**config.mk**
```make
export PLATFORM = sky130hd
export DESIGN_NAME = scope_trigger_ctrl
export DESIGN_NICKNAME = d
export VERILOG_FILES = /design/src/rtl/scope_trigger_ctrl.sv
export SDC_FILE = /design/constraint.sdc
export NUM_CORES = 1
export LEC_CHECK = 0
export CAP_MARGIN = 20
export CORE_ASPECT_RATIO = 0.75
export CORE_MARGIN = 4
export CORE_UTILIZATION = 50
export CTS_BUF_LIST = sky130_fd_sc_hd__clkbuf_4 sky130_fd_sc_hd__clkbuf_8
export DETAILED_ROUTE_END_ITERATION = 6
export PLACE_DENSITY = 0.81
export SLEW_MARGIN = 20
export SYNTH_ARGS = -nofsm -noshare
export SYNTH_HDL_FRONTEND = slang
export SYNTH_SLANG_ARGS = --single-unit
```
**constraint.sdc**
```tcl
create_clock -name i_clk_25mhz -period 5.7 [get_ports i_clk_25mhz]
set_clock_uncertainty 0.05 [all_clocks]
set_input_delay 0.57 -clock i_clk_25mhz [delete_from_list [all_inputs] [get_ports i_clk_25mhz]]
set_output_delay 0.57 -clock i_clk_25mhz [all_outputs]
set_load 0.1 [all_outputs]
```
**src/rtl/scope_trigger_ctrl.sv**
```systemverilog
`default_nettype none
// ============================================================================
// scope_trigger_ctrl - trigger/capture sequencer for a double-buffered scope RAM
// Optional SCOPE_AUTO_TRIG_EN: forced trigger after AUTO_TIMEOUT ARMED samples.
// Revision: 1.0
// ============================================================================
module scope_trigger_ctrl #(
  parameter int unsigned DEPTH        = 560,
  parameter int unsigned PRETRIG      = 140,
  parameter int unsigned AUTO_TIMEOUT = 4800
) (
  input  logic        i_clk_25mhz,
  input  logic        i_rst_n,
  input  logic        i_sample_valid,
  input  logic [15:0] i_audio_data,
  input  logic [15:0] i_trig_level,
  input  logic [1:0]  i_mode,
  input  logic        i_arm,
  input  logic        i_frame_start,
  output logic        o_wr_en,
  output logic        o_wr_bank,
  output logic [9:0]  o_wr_addr,
  output logic [15:0] o_wr_data,
  output logic        o_disp_bank,
  output logic [9:0]  o_disp_start,
  output logic        o_trig_real,
  output logic [2:0]  o_state
);

  localparam logic [9:0] C_PRE  = 10'(PRETRIG);
  localparam logic [9:0] C_POST = 10'(DEPTH - PRETRIG);
  localparam logic [9:0] C_LAST = 10'(DEPTH - 1);
  localparam logic [9:0] C_WRAP = 10'(DEPTH - PRETRIG);

  typedef enum logic [2:0] {
    S_IDLE     = 3'd0,
    S_PRE_FILL = 3'd1,
    S_ARMED    = 3'd2,
    S_CAPTURE  = 3'd3,
    S_HOLD     = 3'd4
  } state_t;

  state_t             state_q, state_d;
  logic [9:0]         ptr_q, ptr_d;
  logic [9:0]         cnt_q, cnt_d;
  logic [9:0]         trig_q, trig_d;
  logic signed [15:0] prev_q, prev_d;
  logic               pend_real_q, pend_real_d;
  logic               disp_bank_q, disp_bank_d;
  logic [9:0]         disp_start_q, disp_start_d;
  logic               trig_real_q, trig_real_d;
  logic               wr_en_q, wr_en_d;
  logic               wr_bank_q, wr_bank_d;
  logic [9:0]         wr_addr_q, wr_addr_d;
  logic [15:0]        wr_data_q, wr_data_d;

  logic w_single, w_free, w_normal, w_accept, w_cross, w_auto;
  logic [9:0] w_ptr_inc;

  assign w_single  = (i_mode == 2'd2);
  assign w_free    = (i_mode == 2'd0);
  assign w_normal  = !w_single && !w_free;
  assign w_accept  = i_sample_valid &&
                     (state_q == S_PRE_FILL || state_q == S_ARMED || state_q == S_CAPTURE);
  assign w_ptr_inc = (ptr_q == C_LAST) ? 10'd0 : ptr_q + 10'd1;
  assign w_cross   = (prev_q < $signed(i_trig_level)) &&
                     ($signed(i_audio_data) >= $signed(i_trig_level));

`ifdef SCOPE_AUTO_TRIG_EN
  logic [15:0] auto_q, auto_d;
  assign w_auto = w_normal && (({1'b0, auto_q} + 17'd1) == 17'(AUTO_TIMEOUT));
`else
  assign w_auto = 1'b0;
`endif

  always_comb begin
    state_d      = state_q;
    ptr_d        = ptr_q;
    cnt_d        = cnt_q;
    trig_d       = trig_q;
    prev_d       = prev_q;
    pend_real_d  = pend_real_q;
    disp_bank_d  = disp_bank_q;
    disp_start_d = disp_start_q;
    trig_real_d  = trig_real_q;
    wr_en_d      = w_accept;
    wr_addr_d    = ptr_q;
    wr_data_d    = i_audio_data;
`ifdef SCOPE_AUTO_TRIG_EN
    auto_d       = auto_q;
`endif
    if (w_accept) begin
      ptr_d  = w_ptr_inc;
      prev_d = $signed(i_audio_data);
    end
    case (state_q)
      S_IDLE: begin
        if (!w_single || i_arm) begin
          state_d = S_PRE_FILL;
          cnt_d   = 10'd0;
          prev_d  = 16'sd0;
        end
      end
      S_PRE_FILL: begin
        if (w_accept) begin
          if (cnt_q + 10'd1 == C_PRE) begin
            state_d = S_ARMED;
            cnt_d   = 10'd0;
`ifdef SCOPE_AUTO_TRIG_EN
            auto_d  = 16'd0;
`endif
          end else begin
            cnt_d = cnt_q + 10'd1;
          end
        end
      end
      S_ARMED: begin
        if (w_accept) begin
`ifdef SCOPE_AUTO_TRIG_EN
          auto_d = (auto_q == 16'hFFFF) ? auto_q : auto_q + 16'd1;
`endif
          if (w_free || w_cross || w_auto) begin
            trig_d      = ptr_q;
            pend_real_d = !w_free && w_cross;
            cnt_d       = 10'd1;
            state_d     = (C_POST == 10'd1) ? S_HOLD : S_CAPTURE;
          end
        end
      end
      S_CAPTURE: begin
        if (w_accept) begin
          cnt_d = cnt_q + 10'd1;
          if (cnt_q + 10'd1 == C_POST) state_d = S_HOLD;
        end
      end
      S_HOLD: begin
        if (i_frame_start) begin
          disp_bank_d  = !disp_bank_q;
          // Leftmost column sits PRETRIG samples before the trigger, modulo DEPTH.
          disp_start_d = (trig_q >= C_PRE) ? (trig_q - C_PRE) : (trig_q + C_WRAP);
          trig_real_d  = pend_real_q;
          state_d      = w_single ? S_IDLE : S_PRE_FILL;
          cnt_d        = 10'd0;
          prev_d       = 16'sd0;
        end
      end
      default: state_d = S_IDLE;
    endcase
    wr_bank_d = !disp_bank_d;
  end

  always_ff @(posedge i_clk_25mhz or negedge i_rst_n) begin
    if (!i_rst_n) begin
      state_q      <= S_IDLE;
      ptr_q        <= 10'd0;
      cnt_q        <= 10'd0;
      trig_q       <= 10'd0;
      prev_q       <= 16'sd0;
      pend_real_q  <= 1'b0;
      disp_bank_q  <= 1'b0;
      disp_start_q <= 10'd0;
      trig_real_q  <= 1'b0;
      wr_en_q      <= 1'b0;
      wr_bank_q    <= 1'b0;
      wr_addr_q    <= 10'd0;
      wr_data_q    <= 16'd0;
`ifdef SCOPE_AUTO_TRIG_EN
      auto_q       <= 16'd0;
`endif
    end else begin
      state_q      <= state_d;
      ptr_q        <= ptr_d;
      cnt_q        <= cnt_d;
      trig_q       <= trig_d;
      prev_q       <= prev_d;
      pend_real_q  <= pend_real_d;
      disp_bank_q  <= disp_bank_d;
      disp_start_q <= disp_start_d;
      trig_real_q  <= trig_real_d;
      wr_en_q      <= wr_en_d;
      wr_bank_q    <= wr_bank_d;
      wr_addr_q    <= wr_addr_d;
      wr_data_q    <= wr_data_d;
`ifdef SCOPE_AUTO_TRIG_EN
      auto_q       <= auto_d;
`endif
    end
  end

  assign o_wr_en      = wr_en_q;
  assign o_wr_bank    = wr_bank_q;
  assign o_wr_addr    = wr_addr_q;
  assign o_wr_data    = wr_data_q;
  assign o_disp_bank  = disp_bank_q;
  assign o_disp_start = disp_start_q;
  assign o_trig_real  = trig_real_q;
  assign o_state      = state_q;

endmodule
`default_nettype wire

```
### Word-level counts from Yosys, hierarchy flattened

Index checks and enable logic that the tools add are counted.

| operators by class | value |
|---|---|
| $add $sub $neg | 4 |
| $lt $le $gt $ge | 3 |
| eq/ne operators | 16 |
| mux-type cells | 26 |
| reduce and logical (&&, ||, !) cells | 18 |

Operator list:

| operator | number |
|---|---|
| 2-to-1 mux 10 bit | 9 |
| case mux 10 bit (5 select lines) | 1 |
| 2-to-1 mux 16 bit | 3 |
| case mux 16 bit (2 select lines) | 1 |
| 2-to-1 mux 3 bit | 8 |
| adder 10 x 1 -> 10 bit (second input constant) | 2 |
| greater-or-equal comparator 16 bit | 1 |
| less-than comparator 16 bit | 1 |
| case mux 3 bit (5 select lines) | 1 |
| adder 10 x 9 -> 10 bit (second input constant) | 1 |
| == test 10 bit (second input constant) | 1 |
| == test 10 x 8 -> 1 bit (second input constant) | 1 |
| == test 10 x 9 -> 1 bit (second input constant) | 1 |
| greater-or-equal comparator 10 x 8 -> 1 bit (second input constant) | 1 |
| != test 2 bit (second input constant) | 5 |
| subtractor 10 x 8 -> 10 bit (second input constant) | 1 |
| AND reduction 8 bit | 1 |
| AND reduction 7 bit | 1 |
| == test 3 x 2 -> 1 bit (second input constant) | 2 |
| != test 2 x 1 -> 1 bit (second input constant) | 3 |
| nonzero test 5 bit | 1 |
| logical NOT 1 bit | 4 |
| logical OR 1 bit | 4 |
| == test 3 x 1 -> 1 bit (second input constant) | 1 |
| 8 further kinds | 12 |

| storage, ports and cells | value |
|---|---|
| flip-flop bits (word level) | 90 |
| bits of input ports | 39 |
| output and inout port bits | 43 |

### Logic depth before layout (Yosys ltp)

| logic depth | value |
|---|---|
| depth in word-level cells | 7 |
| depth in mapped cells | 11 |
| gate-level depth less buffers | 10 |

### Worst setup path before layout

OpenSTA, ideal clock, no wires.

| path | value |
|---|---|
| path kind | reg-to-reg |
| start | register state_q[0] (netlist: o_state[0]) |
| end | register disp_start_q[4] (netlist: o_disp_start[4]) |
| setup time | 0.135 ns |
| arrival time | 2.695 ns |
| data required time | 5.515 ns |
| slack | 2.820 ns |
| cell stages (with the launch flop) | 12 |
| path through | dfrtp_1 > buf_2 > nor2_1 > or3b_1 > buf_2 > inv_2 > or2_2 > buf_2 > nand2_1 > buf_2 > nand2_1 > o21ai_0 |

| on the way | value |
|---|---|
| cells in the longest elaborated chain, start to end | 2 |

Ends and longest elaborated chain:

| what | line | source |
|---|---|---|
| start, declared | 43 | `state_t state_q, state_d;` |
| start signal, assigned | 171 | `state_q <= state_d;` |
| == test 3 bit | 96 | `case (state_q)` |
| AND reduction 2 bit (no line) | -- |  |
| end signal, assigned | 178 | `disp_start_q <= disp_start_d;` |
| end, declared | 50 | `logic [9:0] disp_start_q, disp_start_d;` |

No other way between the ends.
A chain may end at the register's enable or synchronous reset.

### Final worst setup path

| path | value |
|---|---|
| start | register state_q[0] (netlist: o_state[0]) |
| end | register disp_start_q[3] (netlist: o_disp_start[3]) |

Same word-level chain as after synthesis.

==> results.md <==
* Status: finished, final reports clean
* Setup CP Type: reg -> reg
* Share of post-route cells with drive strength above 1 at 0.08015
* Worst Setup Start Kind: flop
* Clk_lat worst skew at approximately 0.36 ns
* Cts-stage hold buffer count at 0
* Most instantiated cells after synthesis: dfrtp_1 (90), nand2_1 (71), ha_1 (34)
* CTS tree: built
* Max Slew Vio Count at 0
* Mapped Cells at about 440
* HPWL after DPL at about 7000 µm
* Detailed-route vias per instance at ~5.7
* Total global-route track usage at 0.1956
* Max stage delay on crit path at 0.60 ns
* WP data required at slightly below 6 ns
* Register area share after synthesis at 0.4975
* M1 wire length at around 4600 µm
* Area of the multi-input gates at 2125 µm²
* Crit path max-delay family: simple AND/OR/NAND/NOR gates
* Pre-Repair DR Iteration Count at 4
* Initial antenna violation count at 0
* Max VDD drop at about 0.24 mV
* DR WL met2 at around 4600 µm
* Critical Path Start: o_state[0]
* Global-route wire length before repair at 17220 µm
* WL final at approximately 9900 µm
* Setup Buffers After CTS at 0
* Count of state elements after synthesis at 90
* WL/cell at roughly 16 µm
* Clk pin slew, worst setup/hold paths at ~0.090 ns
* Main synth FF type: dfrtp_1
* DRT antenna net count at 0
* Overall power at approximately 2100 µW
* Die Ht at approximately 90 µm
* Site Rows at 29
* Ys async rst share at 1.000
* Area grow syn2layout at 24.05%
* Uppermost layer routed: met4
* Critical path, cell by cell: nor2_1, or3b_1, inv_2, or2_2, nand2_1, mux2_2
* Clock Sinks at 90
* Yosys top cell area share at 0.4975
* Top cells by area, synth: dfrtp_1 (50%), ha_1 (9.4%), nand2_1 (5.9%)
* Worst hold path class: in -> async
* Avg Inst Size Synth at between 10 and 15 µm²
* Final setup margin at around 2.4 ns
* Max Cap Viol at 0
* # diodes at 0
* Final hold violations at 0
* Worst-case clock buffer depth at 2
* EDFF count, synth at 0
* Final min period at approximately 3.3 ns
* Layout net count at ~600
* Largest net degree at the start of global routing at 91
* Gr ovfl total at 0
* Final setup vio count at 0
* PortBufs at between 80 and 90
* RSZ-0062 raised after global routing: no
* Cell accounting for the most synthesized area: dfrtp_1
* Vias at 3576
* Ys Warns at 0
* # H-tree levels at 3
* Die area at ~11000 µm²
* Final instance area at approximately 5600 µm²
* Slew HR at 0.3377
* Worst Path Arrival at 3.54 ns
* P_leak at between 0.002 and 0.003 µW
* Syn Std Cell Area at 4527 µm²
* Placed cell areas at between 5000 and 6000 µm²
* Drt drc at 0
* WL met3 at approximately 600 µm
* I/O pin cnt at 82
* Maximum clock frequency at about 0.3 GHz
* CP Max Fanout at 24
* Final period util at 0.5869
* GPL Wtd Cong at approximately 0.89
* CP bufs+invs at 1
* Fillers at between 600 and 700
* Pre-CTS setup slack at roughly 1.9 ns
* CTS root buffer: clkbuf_8
* Vias in the first global route at 3476
* Initial Util at 0.5242
* DR iter-0 viols at between 200 and 250
* Die width at 117.9 µm
* Core area at about 8600 µm²
* Reg2reg start: o_state[0]
* PwrDens at ~380 nW/µm²
* Count leader, synth: dfrtp_1
* Reg area at ~2300 µm²
* Crit path capture type: flop
* Critical-path top delay cell: or3b_1
* Yosys cell types at 54
* CTS Buf Count at 9
* Worst Max-Slew Pin Slew at between 0.9 and 1 ns
* Setup TNS at 0 ns
* Mapped Nets at about 520
* Post_cts resized at 0
* R2R Setup Slk at ~2.4 ns
[layout make-up]
class                           count  share of cell area
Clock inverter                      5             0.01070
Sequential cell                    90              0.4011
Timing Repair Buffer               81              0.1446
Multi-Input combinational cell    314              0.3783
Tap cell                          108             0.02406
Inverter                           23             0.01537
Clock buffer                       11             0.02585
[registers in the layout (all words and copies together) (netlist names), 3 cells and up]
register / count
prev_q: 16
o_state: 3
cnt_q: 10
o_wr_data: 16
o_wr_addr: 10
ptr_q: 10
o_disp_start: 10
trig_q: 10
[layout by cell type (no fill, tap or decap), types with 4 or more instances in the layout]
master and count:
nand3_1 12, nand4_1 10, o21ai_0 25, dfrtp_1 90, a21o_1 7, mux2_2 5, inv_1 22, o21a_1 5
mux2_4 8, a21oi_1 32, clkdlybuf4s50_1 80, xor2_1 9, nor3_1 4, nor2_1 25, and3_1 6, nand2_1 71
clkbuf_8 10, xnor2_1 4, ha_1 34, nand2b_1 6, a31oi_1 4
[worst reg2reg max path, delay by kind of cell (launching register included)]
kind | cells | cell delay [ns]
DFF | 1 | 0.53
and+or+nand+nor | 4 | 1.88
buffers and inverters | 1 | 0.39
muxes | 1 | 0.40
[power breakdown]
| group | total, µW | internal (µW) | switching [µW] |
|---|---|---|---|
| Sequential | 865 | 756 | 109 |
| Combinational | 834 | 264 | 570 |
| Clock | 447 | 222 | 225 |
| Total | 2150 | 1240 | 904 |
[final timing paths]
path	to	depth (start not counted)
setup / recovery	o_disp_start[3]	6
hold / removal	o_wr_data[6]	1
setup reg to reg	o_disp_start[3]	6
hold reg to reg	o_wr_addr[8]	0
max in group asynchronous	prev_q[3]	1
min in group i_clk_25mhz	o_wr_addr[8]	0
[per-stage QoR]
step                hold slack (ns)  std cells  utilization
finish                       0.2107        632       0.6502
global route                 0.2896        632       0.6502
CTS                          0.3411        632       0.6485
detailed placement           0.3203        616       0.6247
global placement             0.3167        616       0.6247
floorplan                    0.2244        443            -
[layer usage]
layer / GRT usage / up-vias
met1: 0.2734 / 1749
met2: 0.2994 / 112
met3: 0.05698 / 12
met5: 0 / -
li1: - / 1703
met4: 0.05171 / 0
[kinds of logic (layout without fill, tap and decap cells)]
group / count (synthesis) / in the layout / share of synthesized area
XOR/XNOR: 13 / 13 / 0.02515
buffers and inverters: 39 / 120 / 0.03565
adder cells (fa/ha/maj): 35 / 35 / 0.09619
multiplexers: 14 / 14 / 0.04118
AND/OR/NAND/NOR: 155 / 155 / 0.1628
flip-flops: 90 / 90 / 0.4975
AO/OA/AOI/OAI: 97 / 97 / 0.1415
No activity file was read; power rests on OpenSTA's default activity.
